===== config.mk =====
export PLATFORM = sky130hd
export DESIGN_NAME = fifo_sel_arb
export DESIGN_NICKNAME = d
export VERILOG_FILES = /design/src/rtl/fifo_sel_pkg.sv /design/src/rtl/fifo_sel_rr_pick.sv /design/src/rtl/fifo_sel_arb.sv
export SDC_FILE = /design/constraint.sdc
export NUM_CORES = 1
export LEC_CHECK = 0
export BUFFER_PORTS_ARGS = -buffer_cell sky130_fd_sc_hd__buf_2
export CAP_MARGIN = 20
export CORE_AREA = 3 3 63 65
export CTS_CLUSTER_SIZE = 40
export DETAILED_ROUTE_END_ITERATION = 10
export DIE_AREA = 0 0 66 68
export PLACE_DENSITY_LB_ADDON = 0.25
export SKIP_CTS_REPAIR_TIMING = 1
export SYNTH_ARGS = -nofsm -noshare
export SYNTH_HDL_FRONTEND = slang
export SYNTH_HIERARCHICAL = 1
export SYNTH_SLANG_ARGS = --single-unit

===== constraint.sdc =====
create_clock -name glb_clk -period 1.6 [get_ports glb_clk]
set_input_delay 0.08 -clock glb_clk [delete_from_list [all_inputs] [get_ports glb_clk]]
set_output_delay 0.08 -clock glb_clk [all_outputs]
set_load 0.005 [all_outputs]

===== src/rtl/fifo_sel_pkg.sv =====
// Shared definitions for the FIFO select arbiter family: selection code encoding,
// FSM state type and the {valid, index} code helper.
package fifo_sel_pkg;

  localparam logic [7:0] NON_FIFO_CHOOSE = 8'd0;
  localparam int         SEL_VALID_BIT   = 7;

  typedef enum logic [1:0] {
    IDLE,
    GRANT,
    GAP
  } sel_state_e;

  function automatic logic [7:0] sel_code(input logic [6:0] idx);
    return 8'd128 + {1'b0, idx};
  endfunction

endpackage


===== src/rtl/fifo_sel_rr_pick.sv =====
// Combinational wrap-around priority search: first set request bit strictly
// after last_idx, wrapping from PORT_NUM-1 back to 0.
module fifo_sel_rr_pick
  import fifo_sel_pkg::*;
#(
  parameter int PORT_NUM = 4,
  parameter int IDX_W    = 7
) (
  input  logic [PORT_NUM-1:0] req,
  input  logic [IDX_W-1:0]    last_idx,
  output logic                found,
  output logic [IDX_W-1:0]    idx
);

  localparam logic [PORT_NUM-1:0] ONE_HOT0 = {{(PORT_NUM-1){1'b0}}, 1'b1};

  // Walk offsets from farthest to nearest so the nearest hit is the one that sticks.
  always_comb begin
    int p;
    found = 1'b0;
    idx   = '0;
    p     = 0;
    for (int off = PORT_NUM; off >= 1; off--) begin
      p = int'(last_idx) + off;
      if (p >= PORT_NUM) p = p - PORT_NUM;
      if ((req & (ONE_HOT0 << p)) != '0) begin
        found = 1'b1;
        idx   = IDX_W'(p);
      end
    end
  end

endmodule


===== src/rtl/fifo_sel_arb.sv =====
// Grant-holding FIFO select arbiter with one-hot grant, bounded hold and a forced gap
// cycle between owners. Define FIFO_SEL_ARB_RR_EN for round-robin, else fixed priority.
module fifo_sel_arb
  import fifo_sel_pkg::*;
#(
  parameter int PORT_NUM   = 4,
  parameter int IDX_W      = 7,
  parameter int MAX_HOLD   = 0,
  parameter int HOLD_CNT_W = 16
) (
  input  logic                glb_clk,
  input  logic                glb_areset,
  input  logic [PORT_NUM-1:0] fifo_sel_bits,
  input  logic                sel_release,
  output logic [7:0]          fifo_sel_res_final,
  output logic [PORT_NUM-1:0] fifo_grant,
  output logic                grant_valid
);

  localparam logic [PORT_NUM-1:0]   ONE_HOT0 = {{(PORT_NUM-1){1'b0}}, 1'b1};
  localparam logic [HOLD_CNT_W-1:0] HOLD_LIM =
    (MAX_HOLD == 0) ? '0 : HOLD_CNT_W'(MAX_HOLD - 1);

  sel_state_e              state_q, state_d;
  logic [IDX_W-1:0]        grant_idx_q, grant_idx_d;
  logic [HOLD_CNT_W-1:0]   hold_cnt_q, hold_cnt_d;
  logic [7:0]              res_q, res_d;
  logic [PORT_NUM-1:0]     grant_q, grant_d;
  logic [IDX_W-1:0]        search_base;
  logic                    pick_found;
  logic [IDX_W-1:0]        pick_idx;
  logic                    owner_req;
  logic                    other_req;
  logic                    forced;

`ifdef FIFO_SEL_ARB_RR_EN
  logic [IDX_W-1:0]        last_idx_q;

  always_ff @(posedge glb_clk or posedge glb_areset) begin
    if (glb_areset) begin
      last_idx_q <= IDX_W'(PORT_NUM - 1);
    end else if (state_q == GRANT && state_d == GAP) begin
      last_idx_q <= grant_idx_q;
    end
  end

  assign search_base = last_idx_q;
`else
  // Searching upward from PORT_NUM-1 always starts at port 0, i.e. lowest index wins.
  assign search_base = IDX_W'(PORT_NUM - 1);
`endif

  fifo_sel_rr_pick #(
    .PORT_NUM (PORT_NUM),
    .IDX_W    (IDX_W)
  ) u_pick (
    .req      (fifo_sel_bits),
    .last_idx (search_base),
    .found    (pick_found),
    .idx      (pick_idx)
  );

  assign owner_req = (fifo_sel_bits & (ONE_HOT0 << grant_idx_q)) != '0;
  assign other_req = (fifo_sel_bits & ~(ONE_HOT0 << grant_idx_q)) != '0;
  assign forced    = (MAX_HOLD != 0) && (hold_cnt_q >= HOLD_LIM) && other_req;

  // GAP arbitrates like IDLE, so exactly one unselected cycle separates two owners.
  always_comb begin
    state_d     = state_q;
    grant_idx_d = grant_idx_q;
    hold_cnt_d  = hold_cnt_q;
    res_d       = res_q;
    grant_d     = grant_q;
    case (state_q)
      IDLE, GAP: begin
        state_d    = IDLE;
        hold_cnt_d = '0;
        res_d      = NON_FIFO_CHOOSE;
        grant_d    = '0;
        if (pick_found) begin
          state_d     = GRANT;
          grant_idx_d = pick_idx;
          res_d       = sel_code(pick_idx);
          grant_d     = ONE_HOT0 << pick_idx;
        end
      end
      GRANT: begin
        if (hold_cnt_q != '1) hold_cnt_d = hold_cnt_q + HOLD_CNT_W'(1);
        if (sel_release || !owner_req || forced) begin
          state_d    = GAP;
          hold_cnt_d = '0;
          res_d      = NON_FIFO_CHOOSE;
          grant_d    = '0;
        end
      end
      default: begin
        state_d = IDLE;
        res_d   = NON_FIFO_CHOOSE;
        grant_d = '0;
      end
    endcase
  end

  always_ff @(posedge glb_clk or posedge glb_areset) begin
    if (glb_areset) begin
      state_q     <= IDLE;
      grant_idx_q <= '0;
      hold_cnt_q  <= '0;
      res_q       <= NON_FIFO_CHOOSE;
      grant_q     <= '0;
    end else begin
      state_q     <= state_d;
      grant_idx_q <= grant_idx_d;
      hold_cnt_q  <= hold_cnt_d;
      res_q       <= res_d;
      grant_q     <= grant_d;
    end
  end

  assign fifo_sel_res_final = res_q;
  assign fifo_grant         = grant_q;
  assign grant_valid        = res_q[SEL_VALID_BIT];

endmodule


==> results.cfg, run 1 <==
[run_status]
status = completed

[floorplan]
die_h_um = 68
die_w_um = 66
row_count = 21
die-area_um2 = 4490
coreArea_um2 = 3390
start_util_pct = 61.4
pin_count = 20

[setup_path]
cpLargestDelayFamily = compound AO/OA/AOI/OAI gates
crit_required_ns = 1.80
cp_slowest_cell = mux4_2
endpoint_kind = register
timing.rr.end = state_q[0]$_DFFE_PP0P_
r2r_start = grant_idx_q[0]$_DFFE_PP0P_
worst-path-buf-inv = 1
crit_arrival_ns = 1.71
crit_path_end = fifo_grant[1]$_DFFE_PP0P_
crit_fanout = 5
critPathKind = in -> reg
path_cells = buf_2, mux4_2, and2b_1, and2_1, o31ai_2, a211o_1, nand4b_1, o21ai_0
startpoint = fifo_sel_bits[1]
cpPeakStageDelay_ns = 0.44
start_kind = input port
rr_worst_depth = 3
cp.depth = 8
reg2reg_setup_slack_ns = 0.14

[yosys]
synth.avg_cell_area_um2 = 9.41
yosysTopAreaCellShare_pct = 24.1
syn-cell-area_um2 = 2080
ys_seq_elements = 20
async_flop_share_pct = 100
ys.flop_type = dfrtp_1
yosys.cell_types.count = 67
synth.area.top_cells = dfrtp_1 24%, ha_1 9.0%, mux2_2 4.9%, xnor2_1 4.6%, mux4_2 4.3%
syn_inst = 221
yosys_warnings = 6
synth.largest_area_cell = dfrtp_1
ys_seq_area_share_pct = 24.1
synth_edf_count = 0

[route]
drt_pass1_iterations = 4
wl_per_cell_um = 13.3
detail_route.iter0.violations = 88
drc_errors = 0
wl_mm = 4.35
vias = 1770
avgViaCountPerCell = 5.41
ant_nets = 0

[clock_tree]
clkTransAtPathRegs_ns = 0.11
worstSkewPairLatency_ns = 0.30
cts-root-buf = clkbuf_4
clock_path_buffers = 2
cts_tree = done
clock-sinks = 20
numCtsBuffers = 3
htreeDepth = 1

[timing]
finalHoldViolCount = 0
period_share_pct = 94.9
period_needed_ns = 1.52
rsz0062_at_grt = false
final.setup.tns_ns = 0
fmax_mhz = 659
finalSetupViolCount = 0
fin_worst_skew_ns = 0.00757
drv_slew = 0

[placed_design]
io_buffers = 19
hpwl_mm = 3.46
gp_congestion = 0.824
dpl_cell_area_um2 = 2360

[power_and_ir_drop]
ir_drop_v = 0.000593
p_total_w = 0.00148
p_leak_nw = 1.20
power.density_nw_per_um2 = 611

[layout]
final_cell_area_um2 = 2420
multi_input_area_um2 = 1590
num-fill-cells = 272
syn_to_final_growth_pct = 16.4
seq_area_um2 = 500
antenna_cells = 0
nNetsFinal = 304
drive_gt1_share_pct = 22.1
final_util_pct = 71.4

[global_routing]
grt_pass1_wl_mm = 7.49
globalRouteTotalUtil_pct = 20.9
first_global_vias = 1718
antenna_found_initial = 0
grt_max_degree = 21
overflow = 0

[min_path]
hp-class = in -> reg

[flow_run]
cap_violations = 0
layout by cell type, fill, tap and decap left out, types with 3 or more instances in the layout:
| cell type | netlist | layout |
|---|---|---|
| a211oi_1 | 3 | 3 |
| a21oi_1 | 5 | 4 |
| a22o_1 | 7 | 7 |
| buf_2 | 6 | 19 |
| buf_4 | 9 | 11 |
| clkbuf_4 | 0 | 3 |
| conb_1 | 3 | 46 |
| dfrtp_1 | 20 | 20 |
| ha_1 | 15 | 15 |
| inv_1 | 12 | 12 |
| mux2_2 | 9 | 9 |
| mux4_2 | 4 | 4 |
| nand2_1 | 6 | 6 |
| nand3_1 | 8 | 7 |
| nand4_1 | 4 | 4 |
| nor2_1 | 13 | 13 |
| nor2b_1 | 3 | 3 |
| nor3_1 | 5 | 5 |
| o2111ai_1 | 3 | 3 |
| o21ai_0 | 5 | 5 |
| o2bb2ai_1 | 3 | 3 |
| or3_1 | 3 | 3 |
| xnor2_1 | 11 | 11 |
| xor2_1 | 5 | 5 |
cell type report:
class,instances,area share [%]
multi-input combinational,214,65.8
sequential,20,20.7
timing repair buffer,31,7.76
tap,46,2.38
inverter,12,1.86
clock buffer,4,1.50
metal layers:
metal  global-route usage (%)  vias up  part of all wire (%)
met5                        0        -                     0
met1                     28.2      820                    47
li1                         -      901                     -
met2                     36.0       47                    48
met3                     3.45        2                   3.9
met4                     3.30        0                  0.32
how the worst min path moves through the flow:
stage | start | end | slack (ns) | depth (start not counted)
2_1_floorplan | glb_areset | fifo_grant[0]$_DFFE_PP0P_ | 0.04 | 1
6_report | sel_release | fifo_grant[1]$_DFFE_PP0P_ | 0.1 | 4
3_3_place_gp | glb_areset | state_q[0]$_DFFE_PP0P_ | 0.11 | 3
4_1_cts | glb_areset | state_q[0]$_DFFE_PP0P_ | -0.22 | 3
3_5_place_dp | glb_areset | state_q[0]$_DFFE_PP0P_ | 0.12 | 3
5_1_grt | sel_release | fifo_grant[1]$_DFFE_PP0P_ | 0.12 | 4
state kept, by name (all words and copies together) (netlist names):
register	flops
state_q	2
fifo_grant	4
fifo_sel_res_final	7
grant_idx_q	7
cell families (layout without fill, tap and decap cells):
family / after synthesis / after routing / share of synthesized area [%]
flops: 20 / 20 / 24.1
compound gates: 50 / 50 / 19.1
other cells: 3 / 46 / 0.541
buf+inv: 30 / 47 / 8.12
mux: 14 / 14 / 9.69
fa+ha+maj: 15 / 15 / 9.03
simple gates: 73 / 73 / 22.7
xor+xnor: 16 / 16 / 6.74
Yosys cell counts (3+ instances only):
cell / n
o2111ai_1: 3
ha_1: 15
xnor2_1: 11
conb_1: 3
a22o_1: 7
mux4_2: 4
nor3_1: 5
or3_1: 3
nor2b_1: 3
nand2_1: 6
and3_1: 3
dfrtp_1: 20
inv_1: 12
a21oi_1: 5
buf_2: 6
nand3_1: 8
nor2_1: 13
a211oi_1: 3
nand4_1: 4
mux2_2: 9
o21ai_0: 5
o2bb2ai_1: 3
xor2_1: 5
buf_4: 9
where the power goes:
group	total [W]	leakage, nW	switching, W	internal [W]
Combinational	0.000545	0.907	0.000279	0.000266
Sequential	0.000647	0.267	0.0000530	0.000594
Clock	0.000287	0.0210	0.000148	0.000139
Total	0.00148	1.20	0.000480	0.000999
worst min-delay path: stages:
cell	delay [ns]
buf_2	0.08
nor4_1	0.05
nand4_1	0.09
o21ai_0	0.07
through the flow:
step	std cells	setup slack [ns]	hold slack [ns]
floorplan	264	-0.121	0.0438
global placement	322	-0.213	0.110
detailed placement	322	-0.226	0.117
CTS	326	0.103	-0.216
global route	327	0.00432	0.123
finish	327	0.0823	0.0953
Power figures use the tool's default switching activity.
==> run 2: changes to the inputs <==
--- a/config.mk
+++ b/config.mk
@@ -7,10 +7,10 @@
 export LEC_CHECK = 0
 export BUFFER_PORTS_ARGS = -buffer_cell sky130_fd_sc_hd__buf_2
 export CAP_MARGIN = 20
-export CORE_AREA = 3 3 63 65
+export CORE_AREA = 3 3 66 68
 export CTS_CLUSTER_SIZE = 40
 export DETAILED_ROUTE_END_ITERATION = 10
-export DIE_AREA = 0 0 66 68
+export DIE_AREA = 0 0 69 71
 export PLACE_DENSITY_LB_ADDON = 0.25
 export SKIP_CTS_REPAIR_TIMING = 1
 export SYNTH_ARGS = -nofsm -noshare
==> constraint.sdc (replaced) <==
create_clock -name glb_clk -period 1.3 [get_ports glb_clk]
set_input_delay 0.065 -clock glb_clk [delete_from_list [all_inputs] [get_ports glb_clk]]
set_output_delay 0.065 -clock glb_clk [all_outputs]
set_load 0.005 [all_outputs]
==> run 2 against run 1 <==
The run now ends with setup timing left. Register-to-register slack lost 0.34 ns. Clock skew is essentially flat. Global-route usage is 3.6 points lower. Worst setup slack worse by 0.33 ns. Sequential share of layout area decreased by 1.3 points. Via count rose by 2.4%. Utilization decreased by 5.3 points. Non-clock buffer count up 8. Highest routed layer unchanged. Cell area is 6.9% higher.
==> results.cfg, run 2 (synthesis results as in run 1) <==
[run_status]
status = finished with violations
violations = setup timing

[timing]
fin_worst_skew_ns = 0.00752
rsz0062_at_grt = true
drv_slew = 0
fmax_mhz = 646
period_share_pct = 119
setup_slack_ns = -0.247
finalHoldViolCount = 0
period_needed_ns = 1.55
finalSetupViolCount = 20

[route]
detail_route.iter0.violations = 69
wl_mm = 4.58
ant_nets = 0
drc_errors = 0
avgViaCountPerCell = 5.33
wl_per_cell_um = 13.5
drt_pass1_iterations = 4
vias = 1813

[global_routing]
antenna_found_initial = 0
grt_pass1_wl_mm = 7.12
overflow = 0
grt_max_degree = 21
globalRouteTotalUtil_pct = 17.3
first_global_vias = 1581

[floorplan]
coreArea_um2 = 3910
pin_count = 20
die_h_um = 71
row_count = 23
start_util_pct = 53.1
die_w_um = 69
die-area_um2 = 4900

[power_and_ir_drop]
swShare_pct = 31.4
power.density_nw_per_um2 = 800
power_frac_comb_pct = 38.0
ir_drop_v = 0.000574
p_leak_nw = 1.28
switchingPower_w = 0.000650
internal_power_w = 0.00142
pwr-share-seq_pct = 39.3
clkPwrFrac_pct = 22.8

[clock_tree]
clock-sinks = 20
cts_tree = done
numCtsBuffers = 3
worstSkewPairLatency_ns = 0.26
cts-root-buf = clkbuf_8
clock_path_buffers = 2
clkTransAtPathRegs_ns = 0.07
htreeDepth = 1

[layout]
num-fill-cells = 351
drive_gt1_share_pct = 26.6
final_util_pct = 66.1
mostFrequentLayoutCell = conb_1
finalNonFillerCells = 340
final_cell_area_um2 = 2590
nNetsFinal = 313
final_cell_mix = 46 x conb_1, 20 x dfrtp_1, 18 x buf_2
antenna_cells = 0
syn_to_final_growth_pct = 24.4

[setup_path]
crit_arrival_ns = 1.70
start_kind = input port
crit_required_ns = 1.46
path_common_cell = a211o_1
cpPeakStageDelay_ns = 0.47
critPathKind = in -> reg
cp_slowest_cell = mux4_2
path_cells = buf_6, mux4_2, nand2_1, a211o_1, nor2_1, o211a_1, a211o_1, buf_4, a32o_1
crit_fanout = 4
endpoint_kind = register

[placed_design]
dpl_cell_area_um2 = 2380
hpwl_mm = 3.30
io_buffers = 19
gp_congestion = 0.827
dp.cells = 327

[min_path]
hp-class = in -> reg

[flow_run]
cap_violations = 0
## run 2: cell count changes in the layout (fill, tap and decap cells not counted), sizes merged
cell	delta
buf	+8
and3	+1
## run 2: path summary, 6_finish.rpt
path	start	to	slack, ns	cells after the start
worst max register to register	grant_idx_q[0]$_DFFE_PP0P_	state_q[0]$_DFFE_PP0P_	-0.20	3
min in group asynchronous	glb_areset	fifo_grant[2]$_DFFE_PP0P_	0.36	4
max in group asynchronous	glb_areset	grant_idx_q[6]$_DFFE_PP0P_	0.73	4
worst max-delay path	fifo_sel_bits[3]	fifo_grant[3]$_DFFE_PP0P_	-0.25	9
worst min-delay path	sel_release	fifo_grant[1]$_DFFE_PP0P_	0.13	4
worst min register to register	state_q[1]$_DFFE_PP0P_	state_q[1]$_DFFE_PP0P_	0.47	1
## run 2: layout make-up
class                   instances  area, um2  share of cell area [%]
inverters                      12       45.0                    1.74
repair buffers                 39        265                    10.3
flip-flops and latches         20        500                    19.3
multi-input cells             215       1660                    64.1
well taps                      50       62.6                    2.42
clock buffers                   4       55.1                    2.13
## run 2: worst max-delay path: cells and delay by family
kind            cells  cell delay [ns]
compound gates      4             0.79
buf+inv             2             0.25
mux                 1             0.47
simple gates        2             0.13
## run 2: routing by layer
| layer | part of all wire (%) | global-route usage, % | vias to the layer above |
|---|---|---|---|
| met5 | 0 | 0 | - |
| met4 | 0.37 | 3.25 | 0 |
| met3 | 3.7 | 2.13 | 2 |
| met2 | 45 | 27.5 | 46 |
| met1 | 50 | 25.6 | 842 |
| li1 | - | - | 923 |
## run 2: power groups by stage
stage | sequential [W] | combinational, W | clock (W)
after floorplan | 0.000790 | 0.000540 | 0
after global routing | 0.000824 | 0.000862 | 0.000496
final | 0.000813 | 0.000787 | 0.000471
after detailed placement | 0.000805 | 0.000603 | 0
after global placement | 0.000802 | 0.000598 | 0
after CTS | 0.000791 | 0.000605 | 0.000480
## run 2: per-stage QoR
stage / hold slack (ns) / setup TNS, ns / setup slack (ns) / power [W]
6_report: 0.133 / -3.14 / -0.247 / 0.00207
5_1_grt: 0.149 / -4.16 / -0.305 / 0.00218
4_1_cts: -0.174 / -4.69 / -0.358 / 0.00188
3_5_place_dp: 0.105 / -8.33 / -0.627 / 0.00141
3_3_place_gp: 0.106 / -7.84 / -0.619 / 0.00140
2_1_floorplan: 0.0288 / -4.69 / -0.406 / 0.00133
==> run 3: changes to the inputs <==
--- a/config.mk
+++ b/config.mk
@@ -7,13 +7,12 @@
 export LEC_CHECK = 0
 export BUFFER_PORTS_ARGS = -buffer_cell sky130_fd_sc_hd__buf_2
 export CAP_MARGIN = 20
-export CORE_AREA = 3 3 66 68
+export CORE_AREA = 3 3 40 42
 export CTS_CLUSTER_SIZE = 40
 export DETAILED_ROUTE_END_ITERATION = 10
-export DIE_AREA = 0 0 69 71
+export DIE_AREA = 0 0 43 45
 export PLACE_DENSITY_LB_ADDON = 0.25
 export SKIP_CTS_REPAIR_TIMING = 1
 export SYNTH_ARGS = -nofsm -noshare
 export SYNTH_HDL_FRONTEND = slang
-export SYNTH_HIERARCHICAL = 1
 export SYNTH_SLANG_ARGS = --single-unit
==> run 3 against run 2 <==
Maximum frequency is 8.6% higher. Area after synthesis is 76% lower. The flow still finishes with violations (setup timing). Die area is 61% lower. Sequential share of layout area is 25 points higher. Cell count is 78% lower. Largest power group unchanged. Worst setup slack better by 0.12 ns. Flip-flop and latch count is 9 lower. Largest cell class is now flip-flops and latches. Non-clock buffer count is 22 lower.
==> results.cfg, run 3 <==
[run_status]
status = finished with violations
violations = setup timing

[floorplan]
die_w_um = 43
die_h_um = 45
pin_count = 20
start_util_pct = 39.6
die-area_um2 = 1940
row_count = 13
coreArea_um2 = 1280

[timing]
period_needed_ns = 1.43
rsz0062_at_grt = true
period_share_pct = 110
timing.hold.ws_ns = 0.0978
final.setup.tns_ns = -0.803
finalHoldViolCount = 0
fin_worst_skew_ns = 0.000830
drv_slew = 0
finalSetupViolCount = 9
setup_slack_ns = -0.125
fmax_mhz = 702

[setup_path]
path_cells = mux4_2, nor4b_4, a22o_1
endpoint_kind = register
rr_worst_depth = 3
crit_fanout = 9
crit_arrival_ns = 1.63
critPathKind = reg -> reg
worst-path-buf-inv = 0
cp_slowest_cell = nor4b_4
cp.depth = 3
reg2reg_setup_slack_ns = -0.13
r2r_start = grant_idx_q[0]$_DFFE_PP0P_
timing.rr.end = fifo_grant[2]$_DFFE_PP0P_
crit_required_ns = 1.50
cpPeakStageDelay_ns = 0.41
cpLargestDelayFamily = simple AND/OR/NAND/NOR gates
start_kind = register

[yosys]
synthTopCellsByCount = 11 x dfrtp_1, 6 x buf_4, 4 x a22o_1, 3 x o21ai_0
synth_edf_count = 0
yosysTopAreaCellShare_pct = 54.1
ys_seq_elements = 11
yosys.cell_types.count = 18
synth.most_common_cell = dfrtp_1
synth.largest_area_cell = dfrtp_1
ys_seq_area_share_pct = 54.1
yosys_warnings = 0
syn_inst = 42
syn-cell-area_um2 = 509
synth.avg_cell_area_um2 = 12.1
async_flop_share_pct = 100
synth.area.top_cells = dfrtp_1 54%, buf_4 8.8%, a22o_1 6.9%, nor4b_4 4.7%, mux4_2 4.4%
ys.flop_type = dfrtp_1

[min_path]
worstHoldPathCells = 2
hp-class = in -> reg
hold_path_startpoint = fifo_sel_bits[2]
hold-path-endpoint = fifo_grant[2]$_DFFE_PP0P_

[power_and_ir_drop]
power.density_nw_per_um2 = 1820
p_leak_nw = 0.340
ir_drop_v = 0.000950

[route]
wl_um = 976
drc_errors = 0
ant_nets = 0
vias = 382
wl_per_cell_um = 12.8
avgViaCountPerCell = 5.03
drt_pass1_iterations = 2
detail_route.iter0.violations = 4

[layout]
nNetsFinal = 69
antenna_cells = 0
syn_to_final_growth_pct = 21.6
drive_gt1_share_pct = 37.7
final_cell_mix = 14 x buf_2, 11 x dfrtp_1, 5 x conb_1
largest_register_ffs = 4
mostFrequentLayoutCell = buf_2

[clock_tree]
cts_tree = done
htreeDepth = 1
clock-sinks = 11
clkTransAtPathRegs_ns = 0.07
cts-root-buf = clkbuf_4
clock_path_buffers = 2
numCtsBuffers = 3
worstSkewPairLatency_ns = 0.26

[global_routing]
antenna_found_initial = 0
first_global_vias = 359
overflow = 0
grt_max_degree = 12
grt_pass1_wl_mm = 1.61
globalRouteTotalUtil_pct = 11.6

[flow_run]
cap_violations = 0

[placed_design]
hpwl_um = 746
gp_congestion = 0.739
io_buffers = 14
==> run 3: changes by cell type after synthesis, sizes merged, moves of 10 or more <==
cell and change:
xnor2 -11, ha -15, nor2 -11, inv -10, buf -11
==> run 3: cells by family (layout without fill, tap and decap cells) <==
kind of cell	count (synthesis)	count (layout)	share of synthesized area, %
multiplexers	1	1	4.42
AND/OR/NAND/NOR	10	10	13.8
other	1	5	0.736
buffers and inverters	8	23	10.3
flip-flops	11	11	54.1
AO/OA/AOI/OAI	11	11	16.7
==> run 3: layout make-up <==
cell class	count	area, um2
fill	130	666
sequential	11	275
multi-input combinational	27	196
timing repair buffer	17	95.1
clock buffer	4	26.3
tap	15	18.8
inverter	2	7.51
==> run 3: worst max path at each step <==
stage / from / to
finish: grant_idx_q[0]$_DFFE_PP0P_ / fifo_grant[2]$_DFFE_PP0P_
global route: grant_idx_q[0]$_DFFE_PP0P_ / fifo_grant[2]$_DFFE_PP0P_
CTS: grant_idx_q[0]$_DFFE_PP0P_ / fifo_grant[2]$_DFFE_PP0P_
detailed placement: grant_idx_q[0]$_DFFE_PP0P_ / fifo_grant[2]$_DFFE_PP0P_
global placement: grant_idx_q[0]$_DFFE_PP0P_ / fifo_grant[3]$_DFFE_PP0P_
floorplan: grant_idx_q[0]$_DFFE_PP0P_ / state_q[0]$_DFFE_PP0P_
==> run 3: routing by layer <==
metal | vias up | wire [um] | track usage, %
li1 | 176 | - | -
met1 | 183 | 412 | 15.6
met2 | 17 | 453 | 16.5
met3 | 6 | 78 | 3.19
met4 | 0 | 33 | 7.23
met5 | - | 0 | 0
==> run 3: stage by stage <==
step	util, %	setup slack [ns]	instances	total power [W]	area [um2]
after detailed placement	45.4	-0.107	71	0.000902	583
after global placement	45.4	-0.0843	71	0.000889	583
final	48.2	-0.125	76	0.00112	619
after CTS	47.4	-0.121	75	0.00114	609
after floorplan	-	-0.00409	46	0.000774	524
after global routing	48.2	-0.199	76	0.00121	619
==> run 3: power by group <==
part,total [W],internal [W],switching (W)
combinational,0.000373,0.000205,0.000168
sequential,0.000519,0.000450,0.0000695
clock,0.000232,0.000119,0.000113
total,0.00112,0.000773,0.000351
